**src/rtl/mealy_seq_detector_if.sv**
```systemverilog
// rtl/mealy_seq_detector_if.sv - symbol stream, pattern load and match result bundle
interface mealy_seq_detector_if #(
  parameter int DATA_W  = 4,
  parameter int SEQ_LEN = 4,
  parameter int CNT_W   = 16
);
  localparam int K_W = $clog2(SEQ_LEN);

  logic                      valid_i;
  logic [DATA_W-1:0]         data_i;
  logic                      overlap_i;
  logic                      load_i;
  logic [SEQ_LEN*DATA_W-1:0] pattern_i;
  logic                      match_o;
  logic [K_W-1:0]            state_o;
  logic [CNT_W-1:0]          match_cnt_o;

  modport master (
    output valid_i, data_i, overlap_i, load_i, pattern_i,
    input  match_o, state_o, match_cnt_o
  );

  modport slave (
    input  valid_i, data_i, overlap_i, load_i, pattern_i,
    output match_o, state_o, match_cnt_o
  );
endinterface

```
**src/rtl/mealy_seq_detector.sv**
```systemverilog
// rtl/mealy_seq_detector.sv - programmable Mealy pattern detector over a symbol stream
// Optional saturating match counter enabled by defining MATCH_COUNT_EN.
module mealy_seq_detector #(
  parameter int                        DATA_W        = 4,
  parameter int                        SEQ_LEN       = 4,
  parameter logic [SEQ_LEN*DATA_W-1:0] RESET_PATTERN = {4'd9, 4'd3, 4'd2, 4'd1},
  parameter int                        CNT_W         = 16
) (
  input logic                 clk_i,
  input logic                 rst_i,
  mealy_seq_detector_if.slave bus
);
  localparam int             K_W    = $clog2(SEQ_LEN);
  localparam logic [K_W-1:0] K_LAST = K_W'(SEQ_LEN - 1);

  logic [SEQ_LEN*DATA_W-1:0] pat_q, pat_d;
  logic [K_W-1:0]            k_q, k_d, k_adv;
  logic [DATA_W-1:0]         sym [SEQ_LEN];
  logic                      accept;
  logic                      match;
  logic                      ok;

  for (genvar g = 0; g < SEQ_LEN; g++) begin : g_sym
    assign sym[g] = pat_q[g*DATA_W +: DATA_W];
  end

  assign accept = bus.valid_i & ~bus.load_i & ~rst_i;
  assign match  = accept & (k_q == K_LAST) & (bus.data_i == sym[SEQ_LEN-1]);

  // Failure function evaluated on the fly: prefix j survives when its last symbol
  // equals data_i and its first j-1 symbols equal the tail of the current prefix k.
  always_comb begin
    k_adv = '0;
    ok    = 1'b0;
    for (int j = 1; j < SEQ_LEN; j++) begin
      ok = (j <= int'(k_q) + 1) && (sym[K_W'(j - 1)] == bus.data_i);
      for (int m = 0; m < SEQ_LEN - 2; m++) begin
        if (ok && (m < j - 1) && (sym[K_W'(m)] != sym[K_W'(int'(k_q) - j + 1 + m)])) begin
          ok = 1'b0;
        end
      end
      if (ok) begin
        k_adv = K_W'(j);
      end
    end
  end

  always_comb begin
    pat_d = pat_q;
    k_d   = k_q;
    if (bus.load_i) begin
      pat_d = bus.pattern_i;
      k_d   = '0;
    end else if (bus.valid_i) begin
      k_d = (match && !bus.overlap_i) ? '0 : k_adv;
    end
  end

  always_ff @(posedge clk_i) begin
    if (rst_i) begin
      k_q   <= '0;
      pat_q <= RESET_PATTERN;
    end else begin
      k_q   <= k_d;
      pat_q <= pat_d;
    end
  end

  assign bus.match_o = match;
  assign bus.state_o = k_q;

`ifdef MATCH_COUNT_EN
  logic [CNT_W-1:0] cnt_q, cnt_d;

  always_comb begin
    cnt_d = cnt_q;
    if (match && (cnt_q != '1)) begin
      cnt_d = cnt_q + 1'b1;
    end
  end

  always_ff @(posedge clk_i) begin
    if (rst_i) begin
      cnt_q <= '0;
    end else begin
      cnt_q <= cnt_d;
    end
  end

  assign bus.match_cnt_o = cnt_q;
`else
  assign bus.match_cnt_o = '0;
`endif
endmodule
```
**src/flat_wrapper.sv**
```systemverilog
// flat-port wrapper written by rule: the top's interface ports become plain ports
module mealy_seq_detector_flat 
#(
  parameter int                        DATA_W        = 4,
  parameter int                        SEQ_LEN       = 4,
  parameter logic [SEQ_LEN*DATA_W-1:0] RESET_PATTERN = {4'd9, 4'd3, 4'd2, 4'd1},
  parameter int                        CNT_W         = 16
)
  (clk_i, rst_i, bus_valid_i, bus_data_i, bus_overlap_i, bus_load_i, bus_pattern_i, bus_match_o, bus_state_o, bus_match_cnt_o);
  mealy_seq_detector_if #(.DATA_W(DATA_W), .SEQ_LEN(SEQ_LEN), .CNT_W(CNT_W)) bus_i ();
  input logic clk_i;
  input logic rst_i;
  input wire logic [$bits(bus_i.valid_i)-1:0] bus_valid_i;
  input wire logic [$bits(bus_i.data_i)-1:0] bus_data_i;
  input wire logic [$bits(bus_i.overlap_i)-1:0] bus_overlap_i;
  input wire logic [$bits(bus_i.load_i)-1:0] bus_load_i;
  input wire logic [$bits(bus_i.pattern_i)-1:0] bus_pattern_i;
  output wire logic [$bits(bus_i.match_o)-1:0] bus_match_o;
  output wire logic [$bits(bus_i.state_o)-1:0] bus_state_o;
  output wire logic [$bits(bus_i.match_cnt_o)-1:0] bus_match_cnt_o;
  assign bus_i.valid_i = bus_valid_i;
  assign bus_i.data_i = bus_data_i;
  assign bus_i.overlap_i = bus_overlap_i;
  assign bus_i.load_i = bus_load_i;
  assign bus_i.pattern_i = bus_pattern_i;
  assign bus_match_o = bus_i.match_o;
  assign bus_state_o = bus_i.state_o;
  assign bus_match_cnt_o = bus_i.match_cnt_o;
  mealy_seq_detector #(.DATA_W(DATA_W), .SEQ_LEN(SEQ_LEN), .RESET_PATTERN(RESET_PATTERN), .CNT_W(CNT_W)) u_core (.clk_i(clk_i), .rst_i(rst_i), .bus(bus_i));
endmodule
```
**config.mk**
```make
export PLATFORM = sky130hd
export DESIGN_NAME = mealy_seq_detector_flat
export DESIGN_NICKNAME = d
export VERILOG_FILES = /design/src/rtl/mealy_seq_detector_if.sv /design/src/rtl/mealy_seq_detector.sv /design/src/flat_wrapper.sv
export SDC_FILE = /design/constraint.sdc
export NUM_CORES = 1
export LEC_CHECK = 0
export BUFFER_PORTS_ARGS = -buffer_cell sky130_fd_sc_hd__buf_2
export CELL_PAD_IN_SITES_DETAIL_PLACEMENT = 0
export CELL_PAD_IN_SITES_GLOBAL_PLACEMENT = 1
export CORE_MARGIN = 3
export CORE_UTILIZATION = 38
export DETAILED_ROUTE_END_ITERATION = 10
export GPL_TIMING_DRIVEN = 0
export PLACE_DENSITY_LB_ADDON = 0.25
export SLEW_MARGIN = 20
export SYNTH_ARGS = -nofsm -noshare
export SYNTH_HDL_FRONTEND = slang
export SYNTH_SLANG_ARGS = --single-unit
```
**constraint.sdc**
```tcl
create_clock -name clk_i -period 2.9 [get_ports clk_i]
set_clock_uncertainty 0.1 [all_clocks]
set_input_delay 0.58 -clock clk_i [delete_from_list [all_inputs] [get_ports clk_i]]
set_output_delay 0.58 -clock clk_i [all_outputs]
set_load 0.05 [all_outputs]
```
==> metrics, run 1 <==
status finished, final reports clean; PortBufs 26; most frequent cell on the critical path buf_2; CTS tree yes; FP Rows 22; Post-CTS Resized 0; CP Cell Sequence buf_2 > inv_2 > ha_1 > buf_2 > nand2_1 > o32ai_1 > nor4_1 > o2111ai_1 > a31oi_1; CTS Buffer Depth 2; largest family of logic cells by synthesized area XOR/XNOR gates; areal power density over the cells 392 nW/µm²; Post-CTS Setup Bufs 0; Total Wirelength 3380 µm; area fraction of the dominant cell type after synthesis 24.2%; count of cell types in the netlist 40; Ys Warns 0; RSZ-0062 raised after global routing no; register clock-pin slew on the reported worst setup and hold paths 70 ps; Hold Fails Final Rpt 0; dpl hpwl 2740 µm; largest net degree at the start of global routing 11; drc violations 0; #FFs+latches synth 18; clk root buf clkbuf_8; ranking of synthesized cells by area dfxtp_1 24%, xnor2_1 13%, mux2i_1 11%, buf_4 8.6%, nor2_1 3.8%; cts bufs inserted 3; CP Max Fanout 10; CP max stage delay 410 ps; Max Cap Viol 0; Die Area 4700 µm²; CTS Hold Bufs 0; Peak VDD IR 0.273 mV; clk sinks 18; hold path start bus_pattern_i[8]; fill cell count 390; post-synthesis sequential area ratio 24.2%; WP data arrival 2630 ps; DR vias/cell 4.86; GRT Util Overall 15.0%; mux contribution to synthesized area 10.8%; layout cell share with drive strength beyond 1 27.8%; initial DRC count 52; grt ovf 0; Synth Area in Simple Gates 14.6%; crit path time final 2550 ps; CP startpoint kind flip-flop; post-synthesis compound-gate area fraction 14.6%; most common cell after layout, fill and taps aside buf_2; Post-Synthesis Cells 171; final antenna diode count 0; Adder-Cell Fraction of Synth Area 3.37%; Area Overhead vs Synth 20.3%; H-tree levels 1; reg2reg start u_core.bus.state_o[0]$_SDFFE_PP0P_; cell area after placement 1730 µm²; Critical-path top delay cell ha_1; WP data required 2980 ps; first-pass GRT wire length 5220 µm; Pins Over Slew Limit 0; utilization after layout 48.1%; Vias 1283; final setup fails 0; io pins 44; die height 68.5 µm; Wirelength per Cell 12.8 µm; Pre-antenna DRT Iters 4; critical path class reg -> reg; worst setup path start u_core.bus.state_o[0]$_SDFFE_PP0P_; Skew-Pair Late Insertion Delay 250 ps; Max Fclk 0.392 GHz; xor-xnor portion of the synthesized cell area 17.0%; nets@finish 246; EDFF count, synth 0; Top FF cell, synth dfxtp_1; vias in the first global route 1144; Design Area, Final 1790 µm²; static leakage 0.788 nW; fin crit share 87.9%; Async SR Flop Fraction 0%; cell taking the most area after synthesis dfxtp_1; reg-to-reg slack, setup 350 ps; Core Box Area 3720 µm²; worst hold path class in -> reg; initial antenna violation count 0; Hold WS 426 ps; Sum Neg Setup Slack 0 ps; Placer Congestion 0.937; mapped cell area 1490 µm²; ANT nets after route 0; Crit. End Element flip-flop; most frequent cells in the layout 32 x buf_2, 22 x xnor2_1, 18 x dfxtp_1, 17 x buf_4; syn_area_per_cell 8.69 µm²; initial core utilization 40.0%; DIE WIDTH 68.5 µm
-- layer usage --
metal	vias up	track usage (%)	share of wire, %
met5	-	0	0
met4	0	8.19	3.3
met3	14	3.24	6.8
met2	49	23.8	47
met1	570	18.8	43
li1	650	-	-
-- cell type report --
| class | count | area [µm²] | area share (%) |
|---|---|---|---|
| Multi-Input combinational cell | 135 | 957 | 53.5 |
| Sequential cell | 18 | 360 | 20.2 |
| Buffer | 29 | 210 | 11.8 |
| Timing Repair Buffer | 26 | 130 | 7.28 |
| Tap cell | 48 | 60.1 | 3.36 |
| Clock buffer | 4 | 55.1 | 3.08 |
| Inverter | 4 | 15.0 | 0.840 |
-- flip-flops by register name (all words and copies together), names as in the netlist --
register / count
u_core.bus.state_o: 2
u_core.pat_q: 16
-- final timing paths --
check	endpoint	cells past startpoint
worst max register to register	u_core.bus.state_o[0]$_SDFFE_PP0P_	9
worst max-delay path	u_core.bus.state_o[0]$_SDFFE_PP0P_	9
worst min-delay path	u_core.pat_q[8]$_SDFFE_PP1P_	2
worst min register to register	u_core.pat_q[10]$_SDFFE_PP0P_	2
-- synthesized netlist by cell type, types with 4 or more instances --
| master | instances |
|---|---|
| buf_4 | 17 |
| nor2_1 | 15 |
| xnor2_1 | 22 |
| a211o_1 | 6 |
| xor2_1 | 5 |
| ha_1 | 4 |
| buf_6 | 4 |
| mux2i_1 | 16 |
| nand2_1 | 4 |
| nor2b_1 | 6 |
| nand3_1 | 5 |
| dfxtp_1 | 18 |
| o21ai_0 | 4 |
| buf_2 | 6 |
-- critical path: cells and delay by family, from the launching register on --
| family | cells | cell delay, ps |
|---|---|---|
| DFF | 1 | 400 |
| and+or+nand+nor | 2 | 420 |
| adders and majority gates | 1 | 410 |
| AOI/OAI and AO/OA | 3 | 520 |
| buffers and inverters | 3 | 630 |
-- kinds of logic after synthesis --
kind of cell	count (synthesis)
and+or+nand+nor	43
buffers and inverters	33
AOI/OAI and AO/OA	28
xor gates and xnor gates	28
DFF	18
muxes	16
adders and majority gates	4
other	1
-- per-stage QoR --
stage | std cells | worst slack [ps] | total power, mW
global placement | 260 | 395 | 0.493
CTS | 264 | 387 | 0.707
finish | 264 | 351 | 0.700
floorplan | 186 | 118 | 0.453
global route | 264 | 253 | 0.738
detailed placement | 260 | 401 | 0.498
-- report_power, final --
part	internal (mW)	total (mW)	switching (mW)
logic	0.0940	0.219	0.125
registers	0.261	0.274	0.0129
clock network	0.121	0.207	0.0868
No activity file was read; power rests on OpenSTA's default activity.
==> run 2, diff against run 1 <==
==> constraint.sdc (replaced) <==
create_clock -name clk_i -period 2.6 [get_ports clk_i]
set_clock_uncertainty 0.1 [all_clocks]
set_input_delay 0.52 -clock clk_i [delete_from_list [all_inputs] [get_ports clk_i]]
set_output_delay 0.52 -clock clk_i [all_outputs]
set_load 0.05 [all_outputs]
==> run 2 against run 1 <==
Against the previous run:
- sequential power up 12%
- largest power group unchanged
- maximum frequency up 5.0%
- critical endpoint unchanged
- combinational power increased by 11%
- count of clock-buffer cells in the layout unchanged
- via count rose by 0.31%
- highest routed layer unchanged
- register-to-register slack got worse by 180 ps
- hold slack worse by 65 ps
- largest cell class unchanged
- non-clock buffer count stayed put
- routed wire length unchanged
- critical path depth down 1
==> metrics, run 2 (synthesized netlist as in run 1, its figures left out) <==
status finished, final reports clean (unchanged); register clock-pin slew on the reported worst setup and hold paths 80 ps (was 70 ps); max FFs per register 16 (unchanged); dpl hpwl 2680 µm (was 2740 µm); vias in the first global route 1180 (was 1144); Total Wirelength 3380 µm (unchanged); Area Overhead vs Synth 20.9% (was 20.3%); fin crit share 93.4% (was 87.9%); Placer Congestion 0.938 (was 0.937); areal power density over the cells 437 nW/µm² (was 392 nW/µm²); Core Box Area 3720 µm² (unchanged); ANT nets after route 0 (unchanged); R2R depth 8 (was 9); most frequent cells in the layout 31 x buf_2, 22 x xnor2_1, 18 x buf_4, 17 x dfxtp_1 (was 32 x buf_2, 22 x xnor2_1, 18 x dfxtp_1, 17 x buf_4); die height 68.5 µm (unchanged); cts bufs inserted 3 (unchanged); grt ovf 0 (unchanged); drc violations 0 (unchanged); H-tree levels 1 (unchanged); final worst slack 171 ps (was 351 ps); final setup fails 0 (unchanged); DR vias/cell 4.88 (was 4.86); Hold WS 361 ps (was 426 ps); CP startpoint kind flip-flop (unchanged); FP Rows 22 (unchanged); reg-to-reg endpoint u_core.bus.state_o[0]$_SDFFE_PP0P_ (unchanged); register with the most flip-flops u_core.pat_q (unchanged); largest net degree at the start of global routing 11 (unchanged); Pre-antenna DRT Iters 4 (unchanged); critical path capture point u_core.bus.state_o[0]$_SDFFE_PP0P_ (unchanged); initial antenna violation count 0 (unchanged); fill cell count 380 (was 390); worst setup path start u_core.bus.state_o[1]$_SDFFE_PP0P_ (was u_core.bus.state_o[0]$_SDFFE_PP0P_); Vias 1287 (was 1283); first-pass GRT wire length 5560 µm (was 5220 µm); reg-to-reg slack, setup 170 ps (was 350 ps); Reg area 362 µm² (was 360 µm²); critical path class reg -> reg (unchanged); io pins 44 (unchanged); static leakage 0.789 nW (was 0.788 nW); DIE WIDTH 68.5 µm (unchanged); layout cell share with drive strength beyond 1 28.7% (was 27.8%); WP data arrival 2510 ps (was 2630 ps); nets@finish 246 (unchanged); most common cell after layout, fill and taps aside buf_2 (unchanged); reg2reg start u_core.bus.state_o[1]$_SDFFE_PP0P_ (was u_core.bus.state_o[0]$_SDFFE_PP0P_); Crit. End Element flip-flop (unchanged); clk root buf clkbuf_8 (unchanged); final antenna diode count 0 (unchanged); Max Cap Viol 0 (unchanged); initial core utilization 40.0% (unchanged); Wirelength per Cell 12.8 µm (unchanged); Sum Neg Setup Slack 0 ps (unchanged); Max Fclk 0.412 GHz (was 0.392 GHz); Hold Fails Final Rpt 0 (unchanged); area of the multi-input gates 962 µm² (was 957 µm²); clk sinks 18 (unchanged); CTS Buffer Depth 2 (unchanged); GRT Util Overall 15.7% (was 15.0%); RSZ-0062 raised after global routing no (unchanged); crit path time final 2430 ps (was 2550 ps); WP data required 2690 ps (was 2980 ps); worst hold path class in -> reg (unchanged); CP Max Fanout 10 (unchanged); Place WS 81.8 ps (was 401 ps); Skew-Pair Late Insertion Delay 260 ps (was 250 ps); Pins Over Slew Limit 0 (unchanged); PortBufs 26 (unchanged); Peak VDD IR 0.301 mV (was 0.273 mV); initial DRC count 38 (was 52); CTS tree yes (unchanged); Die Area 4700 µm² (unchanged)
[run 2: how the worst min path moves through the flow]
stage,startpoint,endpoint,cells after the start
floorplan,u_core.pat_q[11]$_SDFFE_PP0P_,u_core.pat_q[11]$_SDFFE_PP0P_,2
global placement,u_core.pat_q[11]$_SDFFE_PP0P_,u_core.pat_q[11]$_SDFFE_PP0P_,2
detailed placement,u_core.pat_q[10]$_SDFFE_PP0P_,u_core.pat_q[10]$_SDFFE_PP0P_,2
CTS,bus_pattern_i[5],u_core.pat_q[5]$_SDFFE_PP1P_,2
global route,bus_pattern_i[5],u_core.pat_q[5]$_SDFFE_PP1P_,2
finish,bus_pattern_i[5],u_core.pat_q[5]$_SDFFE_PP1P_,2
[run 2: report_power, final]
group          total, mW  leakage (nW)  internal, mW  switching [mW]
registers          0.306         0.149         0.292          0.0145
logic              0.244         0.611         0.105           0.139
clock network      0.235        0.0288         0.135           0.101
total              0.785         0.789         0.531           0.254
[run 2: what timing repair did]
action / CTS / global route
buffers inserted: 0 / 0
endpoints found under the setup margin: 0 / 2
resized for setup: 0 / 3
hold buffers: 0 / 0
[run 2: cell type report]
type                            instances  share of cell area (%)
Clock buffer                            4                    3.06
Sequential cell                        18                    20.1
Inverter                                4                   0.836
Tap cell                               48                    3.34
Timing Repair Buffer                   26                    7.24
Buffer                                 29                    11.8
Multi-Input combinational cell        135                    53.6
[run 2: stage by stage]
stage / utilization, % / instance area [µm²] / instances / total power, mW
6_report: 48.4 / 1800 / 264 / 0.785
5_1_grt: 48.4 / 1800 / 264 / 0.830
4_1_cts: 48.2 / 1790 / 264 / 0.792
3_3_place_gp: 46.8 / 1740 / 260 / 0.550
2_1_floorplan: - / 1550 / 186 / 0.506
3_5_place_dp: 46.8 / 1740 / 260 / 0.555
[run 2: critical path: stages (launching register included)]
cell,delay (ps)
dfxtp_1,500
inv_1,200
ha_1,400
buf_2,220
nand2_1,110
o32ai_1,80
nor4_1,330
o2111ai_1,220
a31oi_1,200
[run 2: routing by layer]
layer  up-vias  part of all wire, %  GRT usage [%]
met2        48                   47           26.0
met4         0                  1.2           3.97
met3         4                  8.4           4.21
met5         -                    0              0
li1        644                    -              -
met1       591                   43           20.2
==> run 3, diff against run 2 <==
--- a/config.mk
+++ b/config.mk
@@ -5,14 +5,15 @@
 export SDC_FILE = /design/constraint.sdc
 export NUM_CORES = 1
 export LEC_CHECK = 0
+export ABC_AREA = 1
 export BUFFER_PORTS_ARGS = -buffer_cell sky130_fd_sc_hd__buf_2
 export CELL_PAD_IN_SITES_DETAIL_PLACEMENT = 0
 export CELL_PAD_IN_SITES_GLOBAL_PLACEMENT = 1
 export CORE_MARGIN = 3
-export CORE_UTILIZATION = 38
+export CORE_UTILIZATION = 34
 export DETAILED_ROUTE_END_ITERATION = 10
 export GPL_TIMING_DRIVEN = 0
-export PLACE_DENSITY_LB_ADDON = 0.25
+export PLACE_DENSITY = 0.84
 export SLEW_MARGIN = 20
 export SYNTH_ARGS = -nofsm -noshare
 export SYNTH_HDL_FRONTEND = slang
==> run 3 against run 2 <==
Against the previous run:
- sequential share of layout area increased by 0.53 points
- register-to-register slack gained 20 ps
- combinational power shrank 14%
- routed wire length increased by 12%
- via count increased by 21%
- core utilization decreased by 5.4 points
- maximum frequency up 0.91%
- global-route usage is 0.28 points lower
- cell count is 30% higher
- first-iteration DRC count up 130%
- count of clock-buffer cells in the layout down 1
- highest routed layer unchanged
==> metrics, run 3 <==
Synth top cells by count 88 x nand2_1, 33 x nand3_1, 21 x inv_1 (was 22 x xnor2_1, 18 x dfxtp_1, 17 x buf_4); CP startpoint kind flip-flop (unchanged); largest net degree at the start of global routing 13 (was 11); crit path time final 2410 ps (was 2430 ps); CP max stage delay 560 ps (was 500 ps); Peak VDD IR 0.333 mV (was 0.301 mV); DIE WIDTH 71.2 µm (was 68.5 µm); most common cell after layout, fill and taps aside nand2_1 (was buf_2); WP data arrival 2500 ps (was 2510 ps); Post-Synthesis Cells 247 (was 171); layout cell share with drive strength beyond 1 17.8% (was 28.7%); RSZ-0062 raised after global routing no (unchanged); most frequent cells in the layout 88 x nand2_1, 33 x nand3_1, 28 x buf_2, 21 x inv_1, 18 x dfxtp_1 (was 31 x buf_2, 22 x xnor2_1, 18 x buf_4, 17 x dfxtp_1); initial antenna violation count 0 (unchanged); clk sinks 18 (unchanged); H-tree levels 1 (unchanged); Pins Over Slew Limit 0 (unchanged); cell taking the most area after synthesis dfxtp_1 (unchanged); DR vias/cell 4.57 (was 4.88); CP bufs+invs 2 (unchanged); CTS tree yes (unchanged); initial core utilization 35.6% (was 40.0%); mapped cell area 1440 µm² (was 1490 µm²); worst hold path class in -> reg (unchanged); CP Cell Sequence inv_1 > ha_1 > inv_1 > nand3_1 > nand2_1 > nand2_1 > nand2_1 > nand2_1 > nor2_1 > nand3_1 > nand2_1 > nand2_1 > a21oi_1 (was inv_1 > ha_1 > buf_2 > nand2_1 > o32ai_1 > nor4_1 > o2111ai_1 > a31oi_1); post-synthesis sequential area ratio 25.0% (was 24.2%); static leakage 0.944 nW (was 0.789 nW); grt ovf 0 (unchanged); status finished, final reports clean (unchanged); final std cells w/o fill 342 (was 264); Max Cap Viol 0 (unchanged); nets@finish 323 (was 246); Wirelength per Cell 11.0 µm (was 12.8 µm); Post-CTS Resized 0 (unchanged); fin crit share 92.6% (was 93.4%); Placer Congestion 0.867 (was 0.938); Vias 1562 (was 1287); critical path class reg -> reg (unchanged); Pre-antenna DRT Iters 4 (unchanged); dpl hpwl 3150 µm (was 2680 µm); die height 71.2 µm (was 68.5 µm); cts bufs inserted 3 (unchanged); ranking of synthesized cells by area dfxtp_1 25%, nand2_1 23%, nand3_1 11%, buf_4 8.8%, inv_1 5.5% (was dfxtp_1 24%, xnor2_1 13%, mux2i_1 11%, buf_4 8.6%, nor2_1 3.8%); WP data required 2690 ps (about the same); max FFs per register 16 (unchanged); EDFF count, synth 0 (unchanged); CTS Buffer Depth 2 (unchanged); GRT Util Overall 15.5% (was 15.7%); Sum Neg Setup Slack 0 ps (unchanged); CTS Hold Bufs 0 (unchanged); syn_area_per_cell 5.85 µm² (was 8.69 µm²); fill cell count 467 (was 380); first-pass GRT wire length 6300 µm (was 5560 µm); final setup fails 0 (unchanged); vias in the first global route 1403 (was 1180); areal power density over the cells 410 nW/µm² (was 437 nW/µm²); Max Fclk 0.416 GHz (was 0.412 GHz); Ys Warns 0 (unchanged); clk root buf clkbuf_8 (unchanged); Total Wirelength 3770 µm (was 3380 µm); count of cell types in the netlist 24 (was 40); CP Max Fanout 10 (unchanged); PortBufs 27 (was 26); Crit. End Element flip-flop (unchanged); FP Rows 23 (was 22); Area Overhead vs Synth 20.8% (was 20.9%); io pins 44 (unchanged); Post-CTS Setup Bufs 0 (unchanged); most instantiated library cell after synthesis nand2_1 (was xnor2_1); ANT nets after route 0 (unchanged); initial DRC count 87 (was 38); Hold Fails Final Rpt 0 (unchanged); register clock-pin slew on the reported worst setup and hold paths 60 ps (was 80 ps); Hold WS 375 ps (was 361 ps); Core Box Area 4060 µm² (was 3720 µm²); DP Cell Count 339 (was 260); final antenna diode count 0 (unchanged); drc violations 0 (unchanged); Skew-Pair Late Insertion Delay 250 ps (was 260 ps); area fraction of the dominant cell type after synthesis 25.0% (was 24.2%); register with the most flip-flops u_core.pat_q (unchanged); Top FF cell, synth dfxtp_1 (unchanged); #FFs+latches synth 18 (unchanged); Die Area 5060 µm² (was 4700 µm²); Critical-path top delay cell dfxtp_1 (unchanged); crit-path leading delay family simple AND/OR/NAND/NOR gates (was flip-flops); most frequent cell on the critical path nand2_1; Async SR Flop Fraction 0% (unchanged)
run 3: changes by cell type in the layout (fill, tap and decap cells not counted), sizes merged, moves of 6 or more:
cell,change
buf,-7
a21oi,+12
o21ai,+12
xnor2,-21
nor2b,-6
nand3,+28
a211o,-6
mux2i,-16
inv,+18
nand2,+84
run 3: worst paths after layout:
check / from / endpoint / slack (ps) / cells after the start
setup / recovery: u_core.bus.state_o[1]$_SDFFE_PP0P_ / u_core.bus.state_o[0]$_SDFFE_PP0P_ / 190 / 13
hold / removal: bus_pattern_i[12] / u_core.pat_q[12]$_SDFFE_PP1P_ / 380 / 3
setup reg to reg: u_core.bus.state_o[1]$_SDFFE_PP0P_ / u_core.bus.state_o[0]$_SDFFE_PP0P_ / 190 / 13
hold reg to reg: u_core.pat_q[9]$_SDFFE_PP1P_ / u_core.pat_q[9]$_SDFFE_PP1P_ / 400 / 2
run 3: metrics by stage:
stage | setup slack, ps | total power [mW] | util, % | area, µm²
finish | 193 | 0.715 | 43.0 | 1740
global route | 6.42 | 0.762 | 43.0 | 1740
CTS | 194 | 0.723 | 43.0 | 1740
detailed placement | 209 | 0.533 | 42.0 | 1700
global placement | 192 | 0.532 | 42.0 | 1700
floorplan | 209 | 0.482 | - | 1510
run 3: power breakdown:
group	switching, mW	internal (mW)
registers	0.0233	0.294
logic	0.135	0.0743
clock network	0.0852	0.103
total	0.244	0.471
run 3: layout make-up:
cell class	count	area, µm²	area share (%)
clock buffers	3	41.3	2.37
well taps	50	62.6	3.59
inverters	23	86.3	4.95
repair buffers	27	135	7.75
multi-input cells	198	900	51.6
flip-flops and latches	18	360	20.7
plain buffers	23	159	9.11
run 3: kinds of logic after synthesis:
logic type,Yosys count,share of synthesized area (%)
other cells,1,0.260
simple gates,141,40.1
xor+xnor,4,2.43
compound gates,33,11.8
fa+ha+maj,4,3.47
buf+inv,46,17.0
flops,18,25.0
run 3: routing by layer:
metal,vias to the layer above,track usage (%),share of wire [%]
li1,847,-,-
met1,662,20.1,48
met5,-,0,0
met4,0,6.47,2.3
met3,9,2.27,5.8
met2,44,25.4,44
run 3: tightest hold or removal path: stages:
cell,delay (ps)
buf_2,70
nand2_1,40
nand3_1,60
